`config.mk`:
```
export PLATFORM = sky130hd
export DESIGN_NAME = ubaintr_arb_flat
export DESIGN_NICKNAME = d
export VERILOG_FILES = /design/src/rtl/ubaintr_arb_if.sv /design/src/rtl/ubaintr_arb.sv /design/src/flat_wrapper.sv
export SDC_FILE = /design/constraint.sdc
export NUM_CORES = 1
export LEC_CHECK = 0
export ABC_AREA = 1
export ABC_CLOCK_PERIOD_IN_PS = 1800
export CORE_MARGIN = 5
export CORE_UTILIZATION = 47
export CTS_BUF_LIST = sky130_fd_sc_hd__clkbuf_16
export CTS_CLUSTER_SIZE = 14
export DETAILED_ROUTE_END_ITERATION = 7
export PLACE_DENSITY_LB_ADDON = 0.3
export SYNTH_ARGS = -nofsm -noshare
export SYNTH_HDL_FRONTEND = slang
export SYNTH_SLANG_ARGS = --single-unit
```
`constraint.sdc`:
```
create_clock -name clk -period 1.8 [get_ports clk]
set_clock_uncertainty 0.15 [all_clocks]
set_input_delay 0.36 -clock clk [delete_from_list [all_inputs] [get_ports clk]]
set_output_delay 0.36 -clock clk [all_outputs]
set_load 0.05 [all_outputs]
```
`src/rtl/ubaintr_arb_if.sv`:
```
// WRU (who-are-you) handshake between the CPU/device side and the interrupt arbiter.
//   master: drives wruREAD/wruPI (CPU) and vecVALID/vecDATA (device group).
//   slave : drives ackBR grant and the wruDONE/wruHIT/wruTIMEOUT/wruVECT result.
interface ubaintr_arb_if #(
    parameter int unsigned NUM_BR    = 4,
    parameter int unsigned VEC_WIDTH = 9
);
    logic                 wruREAD;
    logic [2:0]           wruPI;
    logic [NUM_BR-1:0]    ackBR;
    logic                 vecVALID;
    logic [VEC_WIDTH-1:0] vecDATA;
    logic                 wruDONE;
    logic                 wruHIT;
    logic                 wruTIMEOUT;
    logic [VEC_WIDTH-1:0] wruVECT;

    modport master (
        output wruREAD, wruPI, vecVALID, vecDATA,
        input  ackBR, wruDONE, wruHIT, wruTIMEOUT, wruVECT
    );

    modport slave (
        input  wruREAD, wruPI, vecVALID, vecDATA,
        output ackBR, wruDONE, wruHIT, wruTIMEOUT, wruVECT
    );
endinterface

```
`src/rtl/ubaintr_arb.sv`:
```
// UBA interrupt request mapper and WRU arbiter.
// Maps NUM_BR bus-request groups onto KS10 PI levels 1..7 via per-group
// statPI fields, and answers the CPU WRU cycle with a priority grant,
// vector capture and a no-response timeout.
// Ports:
//   clk, rst      clock; asynchronous active-low reset
//   devINTR       raw per-group requests (asynchronous to clk)
//   statPI        3-bit PI level per group, 0 disables the group
//   statINTR      synchronised per-group pending status
//   busINTR[1:7]  registered PI request to the CPU, bit k = PI level k
//   wru           WRU handshake (slave side)
module ubaintr_arb #(
    parameter int unsigned NUM_BR    = 4,
    parameter int unsigned VEC_WIDTH = 9,
    parameter int unsigned TIMEOUT   = 255
) (
    input  logic                  clk,
    input  logic                  rst,
    input  logic [NUM_BR-1:0]     devINTR,
    input  logic [3*NUM_BR-1:0]   statPI,
    output logic [NUM_BR-1:0]     statINTR,
    output logic [1:7]            busINTR,
    ubaintr_arb_if.slave          wru
);

    localparam int unsigned CNT_W = 16;

    typedef enum logic [1:0] {
        IDLE  = 2'd0,
        ARB   = 2'd1,
        GRANT = 2'd2,
        DONE  = 2'd3
    } state_t;

    state_t               state_q, state_nxt;
    logic [NUM_BR-1:0]    sync1_q;
    logic [1:7]           bus_nxt;
    logic [2:0]           pi_q, pi_nxt;
    logic [CNT_W-1:0]     cnt_q, cnt_nxt;
    logic [NUM_BR-1:0]    win;
    logic [NUM_BR-1:0]    ack_q, ack_nxt;
    logic                 done_q, done_nxt;
    logic                 hit_q, hit_nxt;
    logic                 tmo_q, tmo_nxt;
    logic [VEC_WIDTH-1:0] vect_q, vect_nxt;

    // Two-flop synchroniser and registered PI request map
    always_ff @(posedge clk or negedge rst) begin
        if (!rst) begin
            sync1_q  <= '0;
            statINTR <= '0;
            busINTR  <= '0;
        end else begin
            sync1_q  <= devINTR;
            statINTR <= sync1_q;
            busINTR  <= bus_nxt;
        end
    end

    // OR every pending group into the bit of its assigned PI level
    always_comb begin
        bus_nxt = '0;
        for (int unsigned g = 0; g < NUM_BR; g++) begin
            for (int unsigned k = 1; k <= 7; k++) begin
                if (statINTR[g] && (statPI[3*g +: 3] == 3'(k))) begin
                    bus_nxt[k] = 1'b1;
                end
            end
        end
    end

    // Priority pick: later (higher-index) matches overwrite earlier ones
    always_comb begin
        win = '0;
        for (int unsigned g = 0; g < NUM_BR; g++) begin
            if (statINTR[g] && (pi_q != 3'd0) && (statPI[3*g +: 3] == pi_q)) begin
                win    = '0;
                win[g] = 1'b1;
            end
        end
    end

    // FSM state register
    always_ff @(posedge clk or negedge rst) begin
        if (!rst) begin
            state_q <= IDLE;
        end else begin
            state_q <= state_nxt;
        end
    end

    // FSM next-state and next-output logic
    always_comb begin
        state_nxt = state_q;
        pi_nxt    = pi_q;
        cnt_nxt   = cnt_q;
        ack_nxt   = ack_q;
        done_nxt  = 1'b0;
        hit_nxt   = 1'b0;
        tmo_nxt   = 1'b0;
        vect_nxt  = vect_q;
        case (state_q)
            IDLE: begin
                if (wru.wruREAD) begin
                    pi_nxt    = wru.wruPI;
                    state_nxt = ARB;
                end
            end
            ARB: begin
                if (|win) begin
                    ack_nxt   = win;
                    cnt_nxt   = CNT_W'(TIMEOUT);
                    state_nxt = GRANT;
                end else begin
                    done_nxt  = 1'b1;
                    vect_nxt  = '0;
                    state_nxt = DONE;
                end
            end
            GRANT: begin
                // A vector arriving on the expiry cycle still counts as a hit
                if (wru.vecVALID) begin
                    ack_nxt   = '0;
                    done_nxt  = 1'b1;
                    hit_nxt   = 1'b1;
                    vect_nxt  = wru.vecDATA;
                    state_nxt = DONE;
                end else if (cnt_q == '0) begin
                    ack_nxt   = '0;
                    done_nxt  = 1'b1;
                    tmo_nxt   = 1'b1;
                    vect_nxt  = '0;
                    state_nxt = DONE;
                end else begin
                    cnt_nxt = cnt_q - CNT_W'(1);
                end
            end
            DONE: begin
                state_nxt = IDLE;
            end
            default: begin
                state_nxt = IDLE;
            end
        endcase
    end

    // WRU datapath and registered result outputs
    always_ff @(posedge clk or negedge rst) begin
        if (!rst) begin
            pi_q   <= '0;
            cnt_q  <= '0;
            ack_q  <= '0;
            done_q <= 1'b0;
            hit_q  <= 1'b0;
            tmo_q  <= 1'b0;
            vect_q <= '0;
        end else begin
            pi_q   <= pi_nxt;
            cnt_q  <= cnt_nxt;
            ack_q  <= ack_nxt;
            done_q <= done_nxt;
            hit_q  <= hit_nxt;
            tmo_q  <= tmo_nxt;
            vect_q <= vect_nxt;
        end
    end

    assign wru.ackBR      = ack_q;
    assign wru.wruDONE    = done_q;
    assign wru.wruHIT     = hit_q;
    assign wru.wruTIMEOUT = tmo_q;
    assign wru.wruVECT    = vect_q;

endmodule

```
`src/flat_wrapper.sv`:
```
// flat-port wrapper written by rule: the top's interface ports become plain ports
module ubaintr_arb_flat 
#(
    parameter int unsigned NUM_BR    = 4,
    parameter int unsigned VEC_WIDTH = 9,
    parameter int unsigned TIMEOUT   = 255
)
  (clk, rst, devINTR, statPI, statINTR, busINTR, wru_wruREAD, wru_wruPI, wru_vecVALID, wru_vecDATA, wru_ackBR, wru_wruDONE, wru_wruHIT, wru_wruTIMEOUT, wru_wruVECT);
  ubaintr_arb_if #(.NUM_BR(NUM_BR), .VEC_WIDTH(VEC_WIDTH)) wru_i ();
  input  logic clk;
  input  logic rst;
  input  logic [NUM_BR-1:0] devINTR;
  input  logic [3*NUM_BR-1:0] statPI;
  output logic [NUM_BR-1:0] statINTR;
  output logic [1:7] busINTR;
  input wire logic [$bits(wru_i.wruREAD)-1:0] wru_wruREAD;
  input wire logic [$bits(wru_i.wruPI)-1:0] wru_wruPI;
  input wire logic [$bits(wru_i.vecVALID)-1:0] wru_vecVALID;
  input wire logic [$bits(wru_i.vecDATA)-1:0] wru_vecDATA;
  output wire logic [$bits(wru_i.ackBR)-1:0] wru_ackBR;
  output wire logic [$bits(wru_i.wruDONE)-1:0] wru_wruDONE;
  output wire logic [$bits(wru_i.wruHIT)-1:0] wru_wruHIT;
  output wire logic [$bits(wru_i.wruTIMEOUT)-1:0] wru_wruTIMEOUT;
  output wire logic [$bits(wru_i.wruVECT)-1:0] wru_wruVECT;
  assign wru_i.wruREAD = wru_wruREAD;
  assign wru_i.wruPI = wru_wruPI;
  assign wru_i.vecVALID = wru_vecVALID;
  assign wru_i.vecDATA = wru_vecDATA;
  assign wru_ackBR = wru_i.ackBR;
  assign wru_wruDONE = wru_i.wruDONE;
  assign wru_wruHIT = wru_i.wruHIT;
  assign wru_wruTIMEOUT = wru_i.wruTIMEOUT;
  assign wru_wruVECT = wru_i.wruVECT;
  ubaintr_arb #(.NUM_BR(NUM_BR), .VEC_WIDTH(VEC_WIDTH), .TIMEOUT(TIMEOUT)) u_core (.clk(clk), .rst(rst), .devINTR(devINTR), .statPI(statPI), .statINTR(statINTR), .busINTR(busINTR), .wru(wru_i));
endmodule
```
* Word-level counts from Yosys, hierarchy flattened
Index checks and enable logic that the tools add are counted.
** Word-level totals
- Memories kept :: 0
- Bits in latches :: 0
- Bits in writable memories :: 0
- Memory bits (read-only) :: 0
- Bits in registers :: 52
** Cells by class
- Bitwise logic cells :: 0
- Multiply operators :: 0
- Divide/modulo/power cells :: 0
- $add $sub $neg :: 1
- $lt $le $gt $ge :: 0
- Equal/unequal tests :: 41
- Multiplexer cells :: 57
- Shifts and indexed selects :: 0
- Reductions and logical operators :: 46
** Operator list (number)
- $eq 3x3->1 const B :: 16
- $mux 16 :: 3
- $mux 1 :: 37
- $logic_and 1x1->1 :: 36
- $pmux 16 s2 :: 1
- $mux 9 :: 3
- $eq 3x2->1 const B :: 8
- $pmux 9 s2 :: 1
- $logic_not 16->1 :: 1
- $mux 4 :: 4
- $sub 16x1->16 const B :: 1
- $eq 3x1->1 const B :: 4
- $eq 3x3->1 :: 4
- $mux 2 :: 4
- $ne 2x2->1 const B :: 4
- $pmux 2 s4 :: 1
- $pmux 4 s2 :: 1
- $reduce_and 3->1 :: 2
- $eq 2x2->1 const B :: 2
- $reduce_and 2->1 :: 2
- $reduce_and 4->1 :: 1
- $reduce_or 4->1 :: 1
- $mux 3 :: 1
- $ne 3x2->1 const B :: 1
- other kinds (6) :: 6

* Logic depth before layout (Yosys ltp)
- Word-level depth :: 10
- Gate-level depth with buffers :: 11

* Worst setup path before layout
No wires, ideal clock.
- Path type :: reg2reg
- From :: register u_core.statINTR[1]
- To :: register u_core.cnt_q[10]
- Data arrival time :: 1.525 ns
- Setup time :: 0.117 ns
- Path buffers :: 1
- Stages on the path, launching flop included :: 11
- Setup slack :: 0.007 ns
- Data required time :: 1.533 ns
- Path through :: dfrtp_1 > inv_1 > a21oi_1 > nand3_1 > nor2_1 > nor2_1 > nand3_4 > nand3_4 > buf_6 > nand2_1 > nand2_1
** Between the ends
- Longest elaborated chain between the ends :: 8
** Ends and longest elaborated chain
- from (decl) :: RTL line ubaintr_arb.sv:21 : output logic [NUM_BR-1:0] statINTR,
- from (signal assigned) :: RTL line ubaintr_arb.sv:55 : statINTR <= sync1_q;
- $logic_and 1x1->1 (2 in series) :: RTL line ubaintr_arb.sv:76 : if (statINTR[g] && (pi_q != 3'd0) && (statPI[3*g +: 3] == pi_q)) begin
- $mux 2 :: RTL line ubaintr_arb.sv:76
- $mux 3 :: RTL line ubaintr_arb.sv:76
- $mux 4 :: RTL line ubaintr_arb.sv:76
- $reduce_or 4->1 :: RTL line ubaintr_arb.sv:110 : if (|win) begin
- $ne 2x1->1 (no source line)
- $reduce_and 4->1 (no source line)
- to (signal assigned) :: RTL line ubaintr_arb.sv:159 : cnt_q <= cnt_nxt;
- to (decl) :: RTL line ubaintr_arb.sv:39 : logic [CNT_W-1:0] cnt_q, cnt_nxt;
No other way between the ends.
A chain may end at the register's enable or synchronous reset.

* Worst setup path in the final report
- From :: register u_core.pi_q[2]
- To :: register u_core.cnt_q[9]
** Between the ends
- Longest elaborated chain between the ends :: 10
- Elaborated cells on any way between the ends :: 20
** Ends and longest elaborated chain
- from (decl) :: RTL line ubaintr_arb.sv:38 : logic [2:0] pi_q, pi_nxt;
- from (signal assigned) :: RTL line ubaintr_arb.sv:158 : pi_q <= pi_nxt;
- $reduce_bool 3->1 :: RTL line ubaintr_arb.sv:76
- $logic_and 1x1->1 (2 in series) :: RTL line ubaintr_arb.sv:76
- $mux 1 :: RTL line ubaintr_arb.sv:76
- $mux 2 :: RTL line ubaintr_arb.sv:76
- $mux 3 :: RTL line ubaintr_arb.sv:76
- $mux 4 (*) :: RTL line ubaintr_arb.sv:76
- $reduce_or 4->1 (*) :: RTL line ubaintr_arb.sv:110
- $ne 2x1->1 (no source line) (*)
- $reduce_and 4->1 (no source line) (*)
Mark *: on every way between the ends. The rest lies on a longest branch, timed or not.

==> impl_metrics.env <==
export IMPL_synth_xor_area_share_pct=0.284
export IMPL_drc=0
export IMPL_r2r_start="u_core.pi_q[2]"
export IMPL_synth_edf_count=0
export IMPL_rows=29
export IMPL_critPathKind="flip-flop to flip-flop"
export IMPL_ys_ff_latch=52
export IMPL_r2r_end="u_core.cnt_q[9]"
export IMPL_detail_route_antenna_nets=0
export IMPL_clock_latency_ns=0.29
export IMPL_synthMuxAreaShare_pct=0
export IMPL_maxCapViolations=0
export IMPL_diodes=0
export IMPL_hold_viol=0
export IMPL_cts_sinks=52
export IMPL_vdd_drop_max_mv=1.06
export IMPL_num_fill_cells=483
export IMPL_dieArea_sq_mm=0.00827
export IMPL_ys_seq_area_share_pct=42.3
export IMPL_fp_coreArea_sq_mm=0.00635
export IMPL_crit_fanout=8
export IMPL_yosysWarnings=0
export IMPL_cp_startpoint="u_core.pi_q[2]"
export IMPL_ios=59
export IMPL_path_cells="buf_6 > o21ai_1 > nor2_1 > nand2_1 > nand2_2 > nand3_4 > buf_12 > nand3_4 > nand2_1 > nand2_1"
export IMPL_dr_pass1_iters=5
export IMPL_violations="setup timing"
export IMPL_p_leak_nw=2.48
export IMPL_slew_viol_final=0
export IMPL_worstSetupPathDepth=10
export IMPL_path_buf_inv=2
export IMPL_drive_gt1_share_pct=27.2
export IMPL_grt_pass1_wl_microns=14900
export IMPL_cp_endpoint="u_core.cnt_q[9]"
export IMPL_place_hpwl_microns=6420
export IMPL_power_density_mw_per_mm2=1520
export IMPL_fp_dieH_microns=90.9
export IMPL_root_buffer="clkbuf_16"
export IMPL_wl_per_cell_microns=14.6
export IMPL_clock_fmax_ghz=0.539
export IMPL_place_inst=623
export IMPL_r2r_cells=10
export IMPL_track_usage_pct=21.4
export IMPL_path_clk_slew_ns=0.07
export IMPL_critPathLaunchType="flip-flop"
export IMPL_crit_path_end_kind="flip-flop"
export IMPL_die_w_microns=90.9
export IMPL_grt_overflow_total=0
export IMPL_fin_ws_ns=-0.0567
export IMPL_timing_setup_tns_ns=-0.432
export IMPL_synth_area_per_cell_sq_um=6.98
export IMPL_critPathRequiredTime_ns=1.84
export IMPL_hold_path_class="flip-flop to flip-flop"
export IMPL_worst_slew_pin_slew_ns=0.335
export IMPL_synth_area_sq_mm=0.00308
export IMPL_final_cells=647
export IMPL_status="complete, but fails checks"
export IMPL_setup_violations=16
export IMPL_initial_core_util_pct=48.5
export IMPL_synth_simple_gate_area_share_pct=40.6
export IMPL_cts_buffers=5
export IMPL_cts_buffer_depth=2
export IMPL_synth_fa_ha_area_share_pct=2.03
export IMPL_synth_distinct_cells=28
export IMPL_postSynthCellCount=441
export IMPL_port_buffers=58
export IMPL_fin_crit_ns=1.86
export IMPL_gp_congestion=0.948
export IMPL_vias=3465
export IMPL_synthesis_nets=478
export IMPL_h_tree_depth=2
export IMPL_syn2layout_area_growth_pct=49.2
export IMPL_finalNetCount=606
export IMPL_cp_slowest_cell="dfrtp_1"
export IMPL_routed_wl_microns=9440
export IMPL_synth_compound_area_share_pct=5.81
export IMPL_async_flop_share_pct=100
export IMPL_finalCritPeriodShare_pct=103
export IMPL_antenna_found_initial=0
export IMPL_critPathMostFrequentCell="nand2_1"
export IMPL_drt_iter0_drc=241
export IMPL_rsz0062_at_grt="true"
export IMPL_hold_slack_ns=0.200
export IMPL_via_per_inst=5.36
export IMPL_slowest_delay_ns=0.42
export IMPL_first_global_vias=3168
export IMPL_maxSlewHeadroom_pct=77.6
export IMPL_cts_tree="built"
export IMPL_synthFlopType="dfrtp_1"
export IMPL_crit_family="simple AND/OR/NAND/NOR gates"
export IMPL_synth_top_family_by_area="simple AND/OR/NAND/NOR gates"
export IMPL_worstPathArrival_ns=1.89
export IMPL_reg2reg_slack_ns=-0.06
export IMPL_grt_start_max_net_pins=53
## report_power, final
group          switching, mW  internal, mW  total [mW]
Clock                  0.457         0.529       0.986
Sequential             0.213          1.48        1.70
Combinational           2.63          1.67        4.30
Total                   3.30          3.68        6.98
## flip-flops by register name, summed over array words and instances (netlist names)
signal	cells
u_core.cnt_q	16
u_core.wru.ackBR	4
u_core.wru.wruTIMEOUT	1
u_core.pi_q	3
u_core.wru.wruDONE	1
u_core.wru.wruHIT	1
u_core.sync1_q	4
u_core.state_q	2
u_core.statINTR	4
u_core.wru.wruVECT	9
u_core.busINTR	7
## worst min-delay path by stage
stage                            startpoint                 end  depth (start not counted)
after floorplan                         rst   u_core.busINTR[1]                          0
after global placement    u_core.sync1_q[2]  u_core.statINTR[2]                          0
after detailed placement  u_core.sync1_q[1]  u_core.statINTR[1]                          0
after CTS                 u_core.sync1_q[1]  u_core.statINTR[1]                          0
after global routing      u_core.sync1_q[1]  u_core.statINTR[1]                          0
final                     u_core.sync1_q[1]  u_core.statINTR[1]                          0
## kinds of logic after synthesis
kind of cell,Yosys count
XOR/XNOR,1
AO/OA/AOI/OAI,28
AND/OR/NAND/NOR,287
buffers and inverters,68
flip-flops,52
adder cells (fa/ha/maj),5
## cell usage after synthesis, types with 2 or more instances
cell | count | area share, %
a22oi_1 | 4 | 0.98
nand3_4 | 2 | 1.1
ha_1 | 5 | 2.0
inv_1 | 56 | 6.8
nand2_2 | 2 | 0.41
clkbuf_1 | 3 | 0.37
a21oi_1 | 8 | 1.3
buf_2 | 2 | 0.33
nand3_1 | 42 | 6.8
nor2_1 | 63 | 7.7
nand2_1 | 150 | 18
o21ai_0 | 7 | 1.1
nand2_4 | 2 | 0.73
o21ai_1 | 3 | 0.49
nand4_1 | 22 | 4.5
o221ai_1 | 3 | 0.85
dfrtp_1 | 52 | 42
inv_2 | 3 | 0.37
buf_4 | 3 | 0.73
## per-layer routing
| layer | share of wire, % | track usage, % | wire, microns |
|---|---|---|---|
| met3 | 8.3 | 4.55 | 782 |
| met5 | 0 | 0 | 0 |
| met4 | 1.8 | 5.87 | 169 |
| met2 | 49 | 34.6 | 4640 |
| met1 | 41 | 29.2 | 3850 |
## metrics by stage
step	power (mW)	util (%)	setup slack (ns)	instance area [sq um]
6_report	6.98	72.4	-0.0567	4590
5_1_grt	7.41	72.4	-0.139	4590
4_1_cts	6.61	69.6	-0.0378	4420
3_5_place_dp	5.32	65.1	-0.478	4140
3_3_place_gp	5.25	65.1	-0.436	4140
2_1_floorplan	3.95	-	0.00722	3080
## final cells by class
cell class | instances | area, sq um | share of cell area [%]
multi-input combinational | 322 | 1650 | 35.8
inverter | 59 | 226 | 4.93
clock inverter | 3 | 26.3 | 0.572
sequential | 52 | 1300 | 28.3
tap | 77 | 96.3 | 2.10
timing repair buffer | 129 | 1170 | 25.5
clock buffer | 5 | 125 | 2.72
## placed cells by master (no fill, tap or decap), types with 11 or more instances in the layout
cell type | netlist | routed
buf_4 | 3 | 82
clkdlybuf4s50_1 | 0 | 19
dfrtp_1 | 52 | 52
dlygate4sd2_1 | 0 | 11
inv_1 | 56 | 53
nand2_1 | 150 | 136
nand2_2 | 2 | 16
nand3_1 | 42 | 38
nand4_1 | 22 | 22
nor2_1 | 63 | 55
## timing repair
action,4_1_cts,5_1_grt
hold endpoints to repair,52,0
cloned,2,0
gates resized for setup,22,41
pin swaps,10,30
hold buffers,1,0
setup buffers,8,5
endpoints found under the setup margin,31,32
Power figures use the tool's default switching activity.
